[src/rtl/core_pkg.sv]
// Shared encodings for the pipeline hazard controller: FSM states, the
// register-zero index and the pipeline-enable bundle with its canned patterns.
package core_pkg;

    typedef enum logic [1:0] {
        ST_RUN   = 2'd0,
        ST_LU    = 2'd1,
        ST_MWAIT = 2'd2
    } state_e;

    localparam logic [4:0] REG_ZERO = 5'd0;

    typedef struct packed {
        logic pc_write;
        logic ifid_write;
        logic ifid_flush;
        logic idex_flush;
        logic front_hold;
        logic memwb_bubble;
    } ctrl_t;

    // Field order: pc_write, ifid_write, ifid_flush, idex_flush, front_hold, memwb_bubble
    localparam ctrl_t CTRL_RUN      = ctrl_t'(6'b110000);
    localparam ctrl_t CTRL_FREEZE   = ctrl_t'(6'b000011);
    localparam ctrl_t CTRL_LU       = ctrl_t'(6'b000100);
    localparam ctrl_t CTRL_REDIRECT = ctrl_t'(6'b111100);

endpackage

[src/rtl/hazard_controller_if.sv]
// Signal bundle between the pipeline datapath (master) and the hazard
// controller (slave): hazard sources in, register enables and counters out.
interface hazard_controller_if #(
    parameter int CNT_W = 32
);
    logic             IDEX_mem_read;
    logic [4:0]       IDEX_rd;
    logic [4:0]       IFID_rs1;
    logic [4:0]       IFID_rs2;
    logic             IFID_use_rs1;
    logic             IFID_use_rs2;
    logic             EX_redirect;
    logic             dmem_req;
    logic             dmem_ready;
    logic             pc_write;
    logic             IFID_write;
    logic             IFID_flush;
    logic             IDEX_flush;
    logic             front_hold;
    logic             MEMWB_bubble;
    logic [CNT_W-1:0] stall_cnt;
    logic [CNT_W-1:0] flush_cnt;

    modport master (
        output IDEX_mem_read, IDEX_rd, IFID_rs1, IFID_rs2, IFID_use_rs1, IFID_use_rs2,
               EX_redirect, dmem_req, dmem_ready,
        input  pc_write, IFID_write, IFID_flush, IDEX_flush, front_hold, MEMWB_bubble,
               stall_cnt, flush_cnt
    );

    modport slave (
        input  IDEX_mem_read, IDEX_rd, IFID_rs1, IFID_rs2, IFID_use_rs1, IFID_use_rs2,
               EX_redirect, dmem_req, dmem_ready,
        output pc_write, IFID_write, IFID_flush, IDEX_flush, front_hold, MEMWB_bubble,
               stall_cnt, flush_cnt
    );
endinterface

[src/rtl/perf_counter.sv]
// Free-running event counter with synchronous clear; wraps modulo 2^CNT_W.
module perf_counter #(
    parameter int CNT_W = 32
) (
    input  logic             clk,
    input  logic             r,
    input  logic             inc,
    output logic [CNT_W-1:0] cnt
);
    logic [CNT_W-1:0] r_cnt;

    always_ff @(posedge clk) begin
        if (r) begin
            r_cnt <= '0;
        end else if (inc) begin
            r_cnt <= r_cnt + CNT_W'(1);
        end
    end

    assign cnt = r_cnt;
endmodule

[src/rtl/hazard_controller.sv]
// Per-cycle advance/hold/flush sequencer for the 5-stage core: load-use
// stalls, data-memory wait states and EX redirects, plus perf counters.
module hazard_controller
    import core_pkg::*;
#(
    parameter int LU_STALLS = 1,
    parameter int CNT_W     = 32
) (
    input logic               clk,
    input logic               r,
    hazard_controller_if.slave hz
);
    localparam logic [2:0] LU_INIT = 3'(LU_STALLS - 1);

    state_e     r_state;
    state_e     r_ret_state;
    logic [2:0] r_lu_cnt;
    logic [2:0] r_ret_lu_cnt;

    logic  w_load_use;
    logic  w_mem_wait;
    logic  w_redirect_taken;
    ctrl_t w_ctrl;

    assign w_load_use = hz.IDEX_mem_read && (hz.IDEX_rd != REG_ZERO) &&
                        ((hz.IFID_use_rs1 && (hz.IDEX_rd == hz.IFID_rs1)) ||
                         (hz.IFID_use_rs2 && (hz.IDEX_rd == hz.IFID_rs2)));
    assign w_mem_wait = hz.dmem_req && !hz.dmem_ready;

    // Priority decode; MWAIT falls through to a plain advance once memory is not stalling.
    always_comb begin
        w_ctrl           = CTRL_RUN;
        w_redirect_taken = 1'b0;
        if (r) begin
            w_ctrl = CTRL_RUN;
        end else if (w_mem_wait) begin
            w_ctrl = CTRL_FREEZE;
        end else if (r_state == ST_MWAIT) begin
            w_ctrl = CTRL_RUN;
        end else if (r_state == ST_LU) begin
            w_ctrl = CTRL_LU;
        end else if (hz.EX_redirect) begin
            w_ctrl           = CTRL_REDIRECT;
            w_redirect_taken = 1'b1;
        end else if (w_load_use) begin
            w_ctrl = CTRL_LU;
        end
    end

    always_ff @(posedge clk) begin
        if (r) begin
            r_state      <= ST_RUN;
            r_lu_cnt     <= 3'd0;
            r_ret_state  <= ST_RUN;
            r_ret_lu_cnt <= 3'd0;
        end else if (w_mem_wait) begin
            // Only the state that was interrupted is saved; a longer wait keeps it.
            if (r_state != ST_MWAIT) begin
                r_ret_state  <= r_state;
                r_ret_lu_cnt <= r_lu_cnt;
            end
            r_state <= ST_MWAIT;
        end else begin
            case (r_state)
                ST_MWAIT: begin
                    if (hz.dmem_ready) begin
                        r_state  <= r_ret_state;
                        r_lu_cnt <= r_ret_lu_cnt;
                    end
                end
                ST_LU: begin
                    if (r_lu_cnt <= 3'd1) begin
                        r_state  <= ST_RUN;
                        r_lu_cnt <= 3'd0;
                    end else begin
                        r_lu_cnt <= r_lu_cnt - 3'd1;
                    end
                end
                default: begin
                    if (!hz.EX_redirect && w_load_use && (LU_STALLS > 1)) begin
                        r_state  <= ST_LU;
                        r_lu_cnt <= LU_INIT;
                    end
                end
            endcase
        end
    end

    assign hz.pc_write     = w_ctrl.pc_write;
    assign hz.IFID_write   = w_ctrl.ifid_write;
    assign hz.IFID_flush   = w_ctrl.ifid_flush;
    assign hz.IDEX_flush   = w_ctrl.idex_flush;
    assign hz.front_hold   = w_ctrl.front_hold;
    assign hz.MEMWB_bubble = w_ctrl.memwb_bubble;

    perf_counter #(.CNT_W(CNT_W)) u_stall_cnt (
        .clk (clk),
        .r   (r),
        .inc (!w_ctrl.pc_write),
        .cnt (hz.stall_cnt)
    );

    perf_counter #(.CNT_W(CNT_W)) u_flush_cnt (
        .clk (clk),
        .r   (r),
        .inc (w_redirect_taken),
        .cnt (hz.flush_cnt)
    );
endmodule

[src/flat_wrapper.sv]
// flat-port wrapper written by rule: the top's interface ports become plain ports
module hazard_controller_flat import core_pkg::*;
#(
    parameter int LU_STALLS = 1,
    parameter int CNT_W     = 32
)
  (clk, r, hz_IDEX_mem_read, hz_IDEX_rd, hz_IFID_rs1, hz_IFID_rs2, hz_IFID_use_rs1, hz_IFID_use_rs2, hz_EX_redirect, hz_dmem_req, hz_dmem_ready, hz_pc_write, hz_IFID_write, hz_IFID_flush, hz_IDEX_flush, hz_front_hold, hz_MEMWB_bubble, hz_stall_cnt, hz_flush_cnt);
  hazard_controller_if #(.CNT_W(CNT_W)) hz_i ();
  input logic clk;
  input logic r;
  input wire logic [$bits(hz_i.IDEX_mem_read)-1:0] hz_IDEX_mem_read;
  input wire logic [$bits(hz_i.IDEX_rd)-1:0] hz_IDEX_rd;
  input wire logic [$bits(hz_i.IFID_rs1)-1:0] hz_IFID_rs1;
  input wire logic [$bits(hz_i.IFID_rs2)-1:0] hz_IFID_rs2;
  input wire logic [$bits(hz_i.IFID_use_rs1)-1:0] hz_IFID_use_rs1;
  input wire logic [$bits(hz_i.IFID_use_rs2)-1:0] hz_IFID_use_rs2;
  input wire logic [$bits(hz_i.EX_redirect)-1:0] hz_EX_redirect;
  input wire logic [$bits(hz_i.dmem_req)-1:0] hz_dmem_req;
  input wire logic [$bits(hz_i.dmem_ready)-1:0] hz_dmem_ready;
  output wire logic [$bits(hz_i.pc_write)-1:0] hz_pc_write;
  output wire logic [$bits(hz_i.IFID_write)-1:0] hz_IFID_write;
  output wire logic [$bits(hz_i.IFID_flush)-1:0] hz_IFID_flush;
  output wire logic [$bits(hz_i.IDEX_flush)-1:0] hz_IDEX_flush;
  output wire logic [$bits(hz_i.front_hold)-1:0] hz_front_hold;
  output wire logic [$bits(hz_i.MEMWB_bubble)-1:0] hz_MEMWB_bubble;
  output wire logic [$bits(hz_i.stall_cnt)-1:0] hz_stall_cnt;
  output wire logic [$bits(hz_i.flush_cnt)-1:0] hz_flush_cnt;
  assign hz_i.IDEX_mem_read = hz_IDEX_mem_read;
  assign hz_i.IDEX_rd = hz_IDEX_rd;
  assign hz_i.IFID_rs1 = hz_IFID_rs1;
  assign hz_i.IFID_rs2 = hz_IFID_rs2;
  assign hz_i.IFID_use_rs1 = hz_IFID_use_rs1;
  assign hz_i.IFID_use_rs2 = hz_IFID_use_rs2;
  assign hz_i.EX_redirect = hz_EX_redirect;
  assign hz_i.dmem_req = hz_dmem_req;
  assign hz_i.dmem_ready = hz_dmem_ready;
  assign hz_pc_write = hz_i.pc_write;
  assign hz_IFID_write = hz_i.IFID_write;
  assign hz_IFID_flush = hz_i.IFID_flush;
  assign hz_IDEX_flush = hz_i.IDEX_flush;
  assign hz_front_hold = hz_i.front_hold;
  assign hz_MEMWB_bubble = hz_i.MEMWB_bubble;
  assign hz_stall_cnt = hz_i.stall_cnt;
  assign hz_flush_cnt = hz_i.flush_cnt;
  hazard_controller #(.LU_STALLS(LU_STALLS), .CNT_W(CNT_W)) u_core (.clk(clk), .r(r), .hz(hz_i));
endmodule
[config.mk]
export PLATFORM = sky130hd
export DESIGN_NAME = hazard_controller_flat
export DESIGN_NICKNAME = d
export VERILOG_FILES = /design/src/rtl/core_pkg.sv /design/src/rtl/hazard_controller_if.sv /design/src/rtl/perf_counter.sv /design/src/rtl/hazard_controller.sv /design/src/flat_wrapper.sv
export SDC_FILE = /design/constraint.sdc
export NUM_CORES = 1
export LEC_CHECK = 0
export CAP_MARGIN = 20
export CORE_ASPECT_RATIO = 1.4
export CORE_UTILIZATION = 44
export CTS_CLUSTER_SIZE = 8
export DETAILED_ROUTE_END_ITERATION = 8
export DONT_BUFFER_PORTS = 1
export HOLD_SLACK_MARGIN = 0.15
export SLEW_MARGIN = 20
export SYNTH_ARGS = -nofsm -noshare
export SYNTH_HDL_FRONTEND = slang
export SYNTH_SLANG_ARGS = --single-unit
[constraint.sdc]
create_clock -name clk -period 3.34 [get_ports clk]
set_input_delay 0.334 -clock clk [delete_from_list [all_inputs] [get_ports clk]]
set_output_delay 0.334 -clock clk [all_outputs]
set_load 0.01 [all_outputs]
==> impl_results.md <==
- First-pass DRT Iterations: 4
- WL/cell: 15.56 um
- CTS tree: built
- FILL cells: 811
- Fmax: 0.3875 GHz
- CTS clk-pin slew, worst paths: 0.05 ns
- Most common cell in the netlist: dfxtp_1
- Worst Skew: 0.008163 ns
- Row count: 39
- CP Cell Sequence: inv_1, ha_1, o21a_1, o41a_1, or2_2
- Logic pwr share: 4.1%
- Total of max-cap violations: 0
- Synthesis Warnings: 0
- Initial drt markers: 128
- H-tree depth: 3
- Switching part of the total: 20.92%
- Area of the multi-input gates: 2059 sq um
- Post-synthesis sequential area ratio: 40.07%
- Tmin final: 2.580 ns
- Critical path peak fanout: 19
- CTS root buffer: clkbuf_16
- PD cells: 473.8 nW/um^2
- Area Growth Syn to Fin: 10.32%
- Clock share of power: 49.3%
- Crit path max-delay cell type: o41a_1
- EDFF count, synth: 0
- Seq cells post-synth: 74
- GRT Util Overall: 20.82%
- Endpoints failing setup: 0
- Flop pwr share: 46.6%
- Async SR Flop Fraction: 0%
- Finished Layout Cells: 557
- Worst EP arrival: 2.25 ns
- Gate Count Post-Synth: 457
- Startpoint types: flop
- Largest net degree at the start of global routing: 73
- CP delay by family, top: compound AO/OA/AOI/OAI gates
- Area contributors post-synth: dfxtp_1, xnor2_1, a21oi_1
- Share of the synthesized area in the top cell type: 40.07%
- Status: finished, final reports clean
- Post-Synth Simple-Gate Area: 28.87%
- Syn nets: 486
- First-pass GRT wire length: 14630 um
- Final hold vios: 0
- Resized Gates After CTS: 0
- CP Capture Type: primary output
- Post-synthesis cell type count: 46
- Largest family of logic cells by synthesized area: simple AND/OR/NAND/NOR gates
- Share of layout cells above drive strength 1: 5.495%
- CP required: 3.01 ns
- Vias in the first global route: 3146
- Post-Synth Adder-Cell Area: 2.030%
- Crit Path Class: reg -> out
- Area post-placement: 3759 sq um
- Core region area: 8149 sq um
- Antenna violations before repair: 0
- Final GP Congestion: 0.7868
- Slew headroom: 52.26%
- CP Buf/Inv Count: 1
- Dpl hpwl: 5861 um
- Main flop type after synthesis: dfxtp_1
- RSZ-0062 raised after global routing: no
- CTS sink count: 74
- Final Slew Violations: 0
- Routed vias: 3306
- Internal power: 1528 uW
- Core Util, Final: 50.05%
- Clk buf depth: 2
- # IOs: 93
- Peak VDD IR: 0.0002966 V
- Via-per-instance ratio: 5.935
- Area of the mapped netlist: 3697 sq um
- Die X: 79.48 um
- Total CTS buffers: 9
- GRT Residual Overflow: 0
- Antenna Nets Post-Route: 0
- PortBufs: 0
- Syn avg cell area: 8.090 sq um
- XOR/XNOR share of the synthesized area: 8.291%
- Routed WL: 8667 um
- # DRC: 0
- # diodes: 0
- Post-synth top cells: dfxtp_1, a21oi_1, nor2_1
- CP max stage delay: 0.59 ns
- Final period util: 77.26%
- Leakage: 0.001280 uW
- Die footprint: 8779 sq um
- Clk_lat worst skew: 0.33 ns
- Post-synthesis compound-gate area fraction: 15.94%
- HP Class: in -> reg
- Storage cell area: 1481 sq um
- Final net count: 481
- Setup TNS: 0 ns
- Sw Pwr: 404.4 uW
- Initial Util: 45.37%
- Design area: 4079 sq um
- Dpl cells: 542
- Chip height: 110.5 um
- Synth area leader: dfxtp_1
- Post-synthesis mux area share: 0.5753%
- Worst slew pin tran: 0.7160 ns
cell usage in the layout, fill, tap and decap left out, types with 3 or more instances in the layout:
cell / Yosys / routed
ha_1: 6 / 6
clkbuf_16: 0 / 9
xnor2_1: 28 / 28
and3_1: 13 / 13
nand2b_1: 7 / 7
xor2_1: 7 / 7
dfxtp_1: 74 / 74
nor3_1: 12 / 12
o31ai_1: 9 / 9
nand3_1: 19 / 19
o21ai_0: 37 / 37
or3_1: 24 / 24
nor4_1: 5 / 5
nand4_1: 21 / 21
or4_1: 12 / 12
a21oi_1: 45 / 45
inv_1: 18 / 18
and2_1: 3 / 3
nor2_1: 43 / 43
buf_4: 2 / 3
nand2_1: 26 / 26
path summary, 6_finish.rpt:
path,from,endpoint,slack (ns),cells after the start
hold / removal,r,u_core.u_flush_cnt.cnt[1],0.19,2
setup / recovery,u_core.r_state[0],hz_pc_write,0.76,5
setup reg to reg,u_core.u_stall_cnt.cnt[3],u_core.u_stall_cnt.cnt[31],0.88,6
hold reg to reg,u_core.r_state[0],u_core.r_ret_state[0],0.47,2
cell families (layout without fill, tap and decap cells):
logic type / Yosys count / after routing
flops: 74 / 74
buf+inv: 38 / 36
mux: 2 / 2
simple gates: 197 / 197
compound gates: 105 / 105
fa+ha+maj: 6 / 6
xor+xnor: 35 / 35
power groups by stage:
| stage | sequential (uW) | combinational (uW) | clock, uW |
|---|---|---|---|
| after global routing | 901 | 89.2 | 1010 |
| after global placement | 919 | 60.9 | 0 |
| after CTS | 900 | 80.3 | 976 |
| final | 900 | 79.3 | 953 |
| after detailed placement | 919 | 61.7 | 0 |
| after floorplan | 916 | 65.5 | 0 |
sequential cells by signal (all words and copies together) (netlist names):
signal,cells
u_core.r_lu_cnt,3
u_core.r_ret_lu_cnt,3
u_core.r_ret_state,2
u_core.r_state,2
u_core.u_flush_cnt.cnt,32
u_core.u_stall_cnt.cnt,32
timing repair:
item                                   4_1_cts  5_1_grt
setup buffers                                0        0
hold buffers                                 1        0
endpoints found under the hold margin       72        0
worst register-to-register path: cells and delay by family, from the launching register on:
| kind | cells | cell delay [ns] |
|---|---|---|
| flip-flops | 1 | 0.49 |
| AND/OR/NAND/NOR | 5 | 1.77 |
| AO/OA/AOI/OAI | 1 | 0.14 |
layer usage:
layer	wire length, um	track usage [%]	vias to the layer above
met5	0	0	-
met4	240	9.939	0
met3	568	6.612	19
met2	4313	35.61	93
met1	3545	22.64	1559
li1	-	-	1635
per-stage QoR:
stage                     setup slack, ns  total power, uW  hold WS (ns)
final                              0.7595             1933        0.1948
after global routing               0.5445             1997        0.1936
after CTS                          0.7356             1956        0.1827
after detailed placement           0.9021            981.2        0.4112
after global placement             0.9025            980.3        0.4085
after floorplan                     1.056            981.9        0.4493
area by class of cell:
type                    count  share of cell area, %
clock buffers              11                  6.196
inverters                  18                  1.656
repair buffers              4                  1.227
flip-flops and latches     74                  36.32
well taps                 102                  3.129
clock inverters             3                 0.9816
multi-input cells         345                  50.49
Note: power is estimated with default switching activity, not from simulation.
